File: config.mk
export PLATFORM = sky130hd
export DESIGN_NAME = exu_wbck_rglr_flat
export DESIGN_NICKNAME = d
export VERILOG_FILES = /design/src/rtl/exu_wbck_rglr_if.sv /design/src/rtl/exu_wbck_rglr.sv /design/src/flat_wrapper.sv
export SDC_FILE = /design/constraint.sdc
export NUM_CORES = 1
export LEC_CHECK = 0
export ABC_AREA = 1
export BUFFER_PORTS_ARGS = -buffer_cell sky130_fd_sc_hd__buf_2
export CAP_MARGIN = 25
export CORE_ASPECT_RATIO = 1.4
export CORE_MARGIN = 2
export CORE_UTILIZATION = 46
export CTS_BUF_LIST = sky130_fd_sc_hd__clkbuf_4 sky130_fd_sc_hd__clkbuf_8 sky130_fd_sc_hd__clkbuf_16
export CTS_CLUSTER_DIAMETER = 60
export DETAILED_ROUTE_END_ITERATION = 8
export PLACE_DENSITY = 0.77
export SLEW_MARGIN = 15
export SYNTH_ARGS = -nofsm -noshare
export SYNTH_HDL_FRONTEND = slang
export SYNTH_SLANG_ARGS = --single-unit
File: constraint.sdc
create_clock -name clk -period 1.5 [get_ports clk]
set_input_delay 0.225 -clock clk [delete_from_list [all_inputs] [get_ports clk]]
set_output_delay 0.225 -clock clk [all_outputs]
set_load 0.01 [all_outputs]
File: src/rtl/exu_wbck_rglr_if.sv
// rtl/exu_wbck_rglr_if.sv - ALU/LSU writeback channels and regfile write port bundle
interface exu_wbck_rglr_if #(
    parameter int XLEN        = 32,
    parameter int RFIDX_WIDTH = 5
);
    logic                   alu_wbck_i_valid;
    logic                   alu_wbck_i_ready;
    logic [XLEN-1:0]        alu_wbck_i_wdat;
    logic [RFIDX_WIDTH-1:0] alu_wbck_i_rdidx;
    logic                   alu_wbck_i_rdwen;
    logic                   alu_cmt_i_ebreak;

    logic                   lsu_wbck_i_valid;
    logic                   lsu_wbck_i_ready;
    logic [XLEN-1:0]        lsu_wbck_i_wdat;
    logic [RFIDX_WIDTH-1:0] lsu_wbck_i_rdidx;

    logic                   rf_wbck_o_ena;
    logic [RFIDX_WIDTH-1:0] rf_wbck_o_idx;
    logic [XLEN-1:0]        rf_wbck_o_wdat;

    modport master (
        output alu_wbck_i_valid, alu_wbck_i_wdat, alu_wbck_i_rdidx, alu_wbck_i_rdwen, alu_cmt_i_ebreak,
        output lsu_wbck_i_valid, lsu_wbck_i_wdat, lsu_wbck_i_rdidx,
        input  alu_wbck_i_ready, lsu_wbck_i_ready,
        input  rf_wbck_o_ena, rf_wbck_o_idx, rf_wbck_o_wdat
    );

    modport slave (
        input  alu_wbck_i_valid, alu_wbck_i_wdat, alu_wbck_i_rdidx, alu_wbck_i_rdwen, alu_cmt_i_ebreak,
        input  lsu_wbck_i_valid, lsu_wbck_i_wdat, lsu_wbck_i_rdidx,
        output alu_wbck_i_ready, lsu_wbck_i_ready,
        output rf_wbck_o_ena, rf_wbck_o_idx, rf_wbck_o_wdat
    );
endinterface

File: src/rtl/exu_wbck_rglr.sv
// rtl/exu_wbck_rglr.sv - ALU/LSU writeback arbiter, regfile write, retire count and ebreak halt
module exu_wbck_rglr #(
    parameter int XLEN        = 32,
    parameter int RFIDX_WIDTH = 5,
    parameter int CNT_WIDTH   = 64
) (
    input  logic                 clk,
    input  logic                 rst_n,
    exu_wbck_rglr_if.slave       wb,
    output logic                 cmt_o_halt,
    output logic [CNT_WIDTH-1:0] cmt_o_instret
);
    typedef enum logic {
        ST_RUN  = 1'b0,
        ST_HALT = 1'b1
    } state_e;

    state_e                 state_q, state_d;
    logic                   ena_q, ena_d;
    logic [RFIDX_WIDTH-1:0] idx_q, idx_d;
    logic [XLEN-1:0]        wdat_q, wdat_d;
    logic [CNT_WIDTH-1:0]   instret_q, instret_d;

    logic halt;
    logic lsu_hs;
    logic alu_hs;

    // LSU has fixed priority; neither ready looks at its own valid.
    assign halt                = (state_q == ST_HALT);
    assign wb.lsu_wbck_i_ready = ~halt;
    assign wb.alu_wbck_i_ready = ~halt & ~wb.lsu_wbck_i_valid;
    assign lsu_hs              = wb.lsu_wbck_i_valid & wb.lsu_wbck_i_ready;
    assign alu_hs              = wb.alu_wbck_i_valid & wb.alu_wbck_i_ready;

    always_comb begin
        state_d   = state_q;
        ena_d     = 1'b0;
        idx_d     = idx_q;
        wdat_d    = wdat_q;
        instret_d = instret_q;
        if (lsu_hs) begin
            ena_d  = (wb.lsu_wbck_i_rdidx != '0);
            idx_d  = wb.lsu_wbck_i_rdidx;
            wdat_d = wb.lsu_wbck_i_wdat;
        end else if (alu_hs) begin
            ena_d  = wb.alu_wbck_i_rdwen & (wb.alu_wbck_i_rdidx != '0);
            idx_d  = wb.alu_wbck_i_rdidx;
            wdat_d = wb.alu_wbck_i_wdat;
            if (wb.alu_cmt_i_ebreak) begin
                state_d = ST_HALT;
            end
        end
        if (lsu_hs | alu_hs) begin
            instret_d = instret_q + CNT_WIDTH'(1);
        end
    end

    always_ff @(posedge clk or negedge rst_n) begin
        if (!rst_n) begin
            state_q   <= ST_RUN;
            ena_q     <= 1'b0;
            idx_q     <= '0;
            wdat_q    <= '0;
            instret_q <= '0;
        end else begin
            state_q   <= state_d;
            ena_q     <= ena_d;
            idx_q     <= idx_d;
            wdat_q    <= wdat_d;
            instret_q <= instret_d;
        end
    end

    assign wb.rf_wbck_o_ena  = ena_q;
    assign wb.rf_wbck_o_idx  = idx_q;
    assign wb.rf_wbck_o_wdat = wdat_q;
    assign cmt_o_halt        = halt;
    assign cmt_o_instret     = instret_q;
endmodule

File: src/flat_wrapper.sv
// flat-port wrapper written by rule: the top's interface ports become plain ports
module exu_wbck_rglr_flat 
#(
    parameter int XLEN        = 32,
    parameter int RFIDX_WIDTH = 5,
    parameter int CNT_WIDTH   = 64
)
  (clk, rst_n, cmt_o_halt, cmt_o_instret, wb_alu_wbck_i_valid, wb_alu_wbck_i_wdat, wb_alu_wbck_i_rdidx, wb_alu_wbck_i_rdwen, wb_alu_cmt_i_ebreak, wb_lsu_wbck_i_valid, wb_lsu_wbck_i_wdat, wb_lsu_wbck_i_rdidx, wb_alu_wbck_i_ready, wb_lsu_wbck_i_ready, wb_rf_wbck_o_ena, wb_rf_wbck_o_idx, wb_rf_wbck_o_wdat);
  exu_wbck_rglr_if #(.XLEN(XLEN), .RFIDX_WIDTH(RFIDX_WIDTH)) wb_i ();
  input  logic clk;
  input  logic rst_n;
  output logic cmt_o_halt;
  output logic [CNT_WIDTH-1:0] cmt_o_instret;
  input wire logic [$bits(wb_i.alu_wbck_i_valid)-1:0] wb_alu_wbck_i_valid;
  input wire logic [$bits(wb_i.alu_wbck_i_wdat)-1:0] wb_alu_wbck_i_wdat;
  input wire logic [$bits(wb_i.alu_wbck_i_rdidx)-1:0] wb_alu_wbck_i_rdidx;
  input wire logic [$bits(wb_i.alu_wbck_i_rdwen)-1:0] wb_alu_wbck_i_rdwen;
  input wire logic [$bits(wb_i.alu_cmt_i_ebreak)-1:0] wb_alu_cmt_i_ebreak;
  input wire logic [$bits(wb_i.lsu_wbck_i_valid)-1:0] wb_lsu_wbck_i_valid;
  input wire logic [$bits(wb_i.lsu_wbck_i_wdat)-1:0] wb_lsu_wbck_i_wdat;
  input wire logic [$bits(wb_i.lsu_wbck_i_rdidx)-1:0] wb_lsu_wbck_i_rdidx;
  output wire logic [$bits(wb_i.alu_wbck_i_ready)-1:0] wb_alu_wbck_i_ready;
  output wire logic [$bits(wb_i.lsu_wbck_i_ready)-1:0] wb_lsu_wbck_i_ready;
  output wire logic [$bits(wb_i.rf_wbck_o_ena)-1:0] wb_rf_wbck_o_ena;
  output wire logic [$bits(wb_i.rf_wbck_o_idx)-1:0] wb_rf_wbck_o_idx;
  output wire logic [$bits(wb_i.rf_wbck_o_wdat)-1:0] wb_rf_wbck_o_wdat;
  assign wb_i.alu_wbck_i_valid = wb_alu_wbck_i_valid;
  assign wb_i.alu_wbck_i_wdat = wb_alu_wbck_i_wdat;
  assign wb_i.alu_wbck_i_rdidx = wb_alu_wbck_i_rdidx;
  assign wb_i.alu_wbck_i_rdwen = wb_alu_wbck_i_rdwen;
  assign wb_i.alu_cmt_i_ebreak = wb_alu_cmt_i_ebreak;
  assign wb_i.lsu_wbck_i_valid = wb_lsu_wbck_i_valid;
  assign wb_i.lsu_wbck_i_wdat = wb_lsu_wbck_i_wdat;
  assign wb_i.lsu_wbck_i_rdidx = wb_lsu_wbck_i_rdidx;
  assign wb_alu_wbck_i_ready = wb_i.alu_wbck_i_ready;
  assign wb_lsu_wbck_i_ready = wb_i.lsu_wbck_i_ready;
  assign wb_rf_wbck_o_ena = wb_i.rf_wbck_o_ena;
  assign wb_rf_wbck_o_idx = wb_i.rf_wbck_o_idx;
  assign wb_rf_wbck_o_wdat = wb_i.rf_wbck_o_wdat;
  exu_wbck_rglr #(.XLEN(XLEN), .RFIDX_WIDTH(RFIDX_WIDTH), .CNT_WIDTH(CNT_WIDTH)) u_core (.clk(clk), .rst_n(rst_n), .wb(wb_i), .cmt_o_halt(cmt_o_halt), .cmt_o_instret(cmt_o_instret));
endmodule
==> results.toml <==
[setup_path]
required_ps = 1790
crit_chain = "nand2_1 -> nor2_4 -> nand2_4 -> nor2_8 -> nand2_4 -> nor2_4 -> nand2_1 -> nand2_1 -> nand2_1 -> inv_1"
criticalPathCategory = "register to register"
crit_top_cell = "nand2_1"
worst_setup_path_start_kind = "register"
rr_startpoint = "u_core.cmt_o_instret[6]"
critical-path-max-stage-delay_ps = 410
crit_slowest_cell = "dfrtp_1"
cp.buffers_inverters = 1
critPathArrivalTime_ps = 2010
critical_path_peak_fanout = 6
cp.depth = 10
end_kind = "register"
critPathLaunch = "u_core.cmt_o_instret[6]"
timing.rr.end = "u_core.cmt_o_instret[48]"
rrSetupSlack_ps = -220
crit_path_end = "u_core.cmt_o_instret[48]"
reg2regPathDepth = 10
crit_family = "simple AND/OR/NAND/NOR gates"

[die]
num_rows = 47
core_area_um2 = 11900
die_w_um = 97.5
initial_core_util_pct = 47.4
ios = 185
die_h_um = 135
die_area_um2 = 13200

[timing]
setup_viol = 38
setup_ws_ps = -219
max_freq_mhz = 582
report.final.slew_viol_count = 0
period_minus_slack_ps = 1720
hold_violations = 0
tightest_slew_ps = 426
grt_setup_unrepaired = "yes"
final.period_utilization_pct = 115
maxSlewHeadroom_pct = 71.3
fin_skew_ps = 11.3

[pwr]
p_sw_share_pct = 22.8
vdd_drop_max_mv = 0.476
net-switching-power_mw = 1.23
p_leak_nw = 4.59
pwr_density_cell_nw_per_um2 = 623
pwr-share-clk_pct = 44.7
pwr-share-comb_pct = 3.9
p_int_mw = 4.17
sequentialPowerShare_pct = 51.4

[place]
place.gp.congestion = 0.946
dp_cells = 1146
dp_hpwl_um = 14200
io_buffers = 184
pre_cts_ws_ps = -219

[cts]
clkTransAtPathRegs_ps = 80
cts_tree = "yes"
clock-sinks = 103
cts_buffers = 9
cts_root_buf = "clkbuf_16"
h-tree-depth = 3
clock_latency_ps = 350
clockBufferDepth = 2

[logic_synthesis]
syn_inst = 730
synth_nets = 811
ys_seq_area_share_pct = 45.8
synth_cell_type_count = 32
ys.flop_type = "dfrtp_1"
synth_edf_count = 0
synth_seq_cells = 103
synth_area_um2 = 5630
yosys_warnings = 0
syn_avg_cell_area_um2 = 7.71
synth-async-reset-ratio_pct = 100

[detailed_routing]
routedWlPerCell_um = 17.5
drc_errors = 0
wl_um = 20900
drt-pass1-iter-count = 5
initialDrtViolationCount = 481
viasPerCell = 5.33
antenna_left = 0
num_vias = 6386

[job]
max-cap-violations = 0

[grt]
grt_start_max_net_pins = 58
grt_overflow = 0
grt_use_total_pct = 28.1
antenna_found_initial = 0
grt_pass1_vias = 5896
grt_pass1_wl_um = 29300

[cells_and_area]
antenna_cells = 0
final_util_pct = 73.0
drive_above_1_share_pct = 47.5
final_nets = 1127
instances_no_fill = 1198
area_growth_pct = 54.0

[min_path]
hp-class = "input port to register"

[outcome]
status = "finished with violations"
violations = "negative setup slack"
tightest hold or removal path, stage by stage:
cell     delay [ps]
buf_2            80
nand2_1          50
nand2_1          50
logic make-up after synthesis:
kind of cell / share of synthesized area (%)
buffers and inverters: 5.27
xor gates and xnor gates: 6.53
AOI/OAI and AO/OA: 6.00
DFF: 45.8
adders and majority gates: 0.222
and+or+nand+nor: 36.2
registers in the layout, indices dropped and copies added (netlist names):
name / cells
u_core.cmt_o_halt: 1
u_core.cmt_o_instret: 64
u_core.wb.rf_wbck_o_idx: 5
u_core.wb.rf_wbck_o_wdat: 32
u_core.wb.rf_wbck_o_ena: 1
through the flow:
| stage | setup TNS [ps] | hold WS [ps] | cell area, um^2 | power, mW |
|---|---|---|---|---|
| floorplan | -45.4 | -70.6 | 5640 | 2.86 |
| global placement | -446 | 170 | 7470 | 3.04 |
| detailed placement | -1280 | 177 | 7470 | 3.04 |
| CTS | -591 | 88.0 | 8020 | 5.41 |
| global route | -5100 | 88.2 | 8670 | 5.56 |
| finish | -2720 | 88.8 | 8670 | 5.40 |
layout by cell type, fill, tap and decap left out, types with 2 or more instances in the layout:
cell type,count
nand2_4,10
inv_2,5
nor3_1,2
nand2_1,163
nor2_4,35
nand3_1,18
xnor2_2,4
inv_4,3
inv_1,50
nor2_2,36
buf_12,4
buf_4,118
nand4_1,8
nand3_2,12
clkinvlp_4,4
nor4_1,2
nor2_8,2
clkbuf_16,9
o31ai_1,36
o21ai_0,2
o21ai_2,5
nor2_1,116
nand3_4,4
o21ai_1,3
dfrtp_2,5
nor3_2,2
xnor2_1,18
dfrtp_1,98
nand2_2,37
xor2_1,20
buf_2,183
nand3b_1,12
buf_6,14
final cells by class:
| type | count | area (um^2) |
|---|---|---|
| sequential | 103 | 2580 |
| clock inverter | 7 | 73.8 |
| tap | 147 | 184 |
| fill | 899 | 3210 |
| inverter | 58 | 225 |
| clock buffer | 9 | 225 |
| timing repair buffer | 321 | 2060 |
| multi-input combinational | 553 | 3320 |
power by group through the flow:
stage / logic, mW / clock network, mW / registers [mW]
global placement: 0.210 / 0 / 2.83
CTS: 0.216 / 2.42 / 2.77
finish: 0.213 / 2.41 / 2.77
detailed placement: 0.213 / 0 / 2.83
global route: 0.239 / 2.54 / 2.77
floorplan: 0.0279 / 0 / 2.83
metal layers:
metal,wire (um),GRT usage (%)
met5,0,0
met4,1280,14.5
met3,1560,3.83
met2,10600,50.5
met1,7460,32.7
synthesized netlist by cell type, types with 3 or more instances:
cell type | n | area share, %
o21ai_0 | 9 | 0.80
nand3b_1 | 12 | 1.6
nor2_2 | 9 | 1.0
inv_2 | 4 | 0.27
nand4_1 | 8 | 0.89
nand2_2 | 11 | 1.2
nor3_1 | 4 | 0.36
dfrtp_1 | 103 | 46
clkbuf_1 | 10 | 0.67
o31ai_1 | 36 | 4.8
xor2_1 | 20 | 3.1
buf_2 | 3 | 0.27
inv_1 | 54 | 3.6
xnor2_1 | 22 | 3.4
nand2_1 | 198 | 13
nor2_1 | 170 | 11
nand3_1 | 31 | 2.8
nor2_4 | 8 | 1.6
worst min path at each step:
| stage | start | cells after the start | to |
|---|---|---|---|
| after global placement | rst_n | 1 | u_core.cmt_o_instret[21] |
| after CTS | wb_alu_cmt_i_ebreak | 3 | u_core.cmt_o_halt |
| after floorplan | rst_n | 0 | u_core.cmt_o_halt |
| after global routing | wb_alu_cmt_i_ebreak | 3 | u_core.cmt_o_halt |
| after detailed placement | rst_n | 1 | u_core.cmt_o_instret[17] |
| final | wb_alu_cmt_i_ebreak | 3 | u_core.cmt_o_halt |
what timing repair did:
item	CTS	global route
resized for setup	45	143
hold buffers	1	0
endpoints found under the setup margin	32	87
endpoints found under the hold margin	22	0
buffers inserted	13	24
cloned	0	0
pin swaps	14	64
Power figures use the tool's default switching activity.
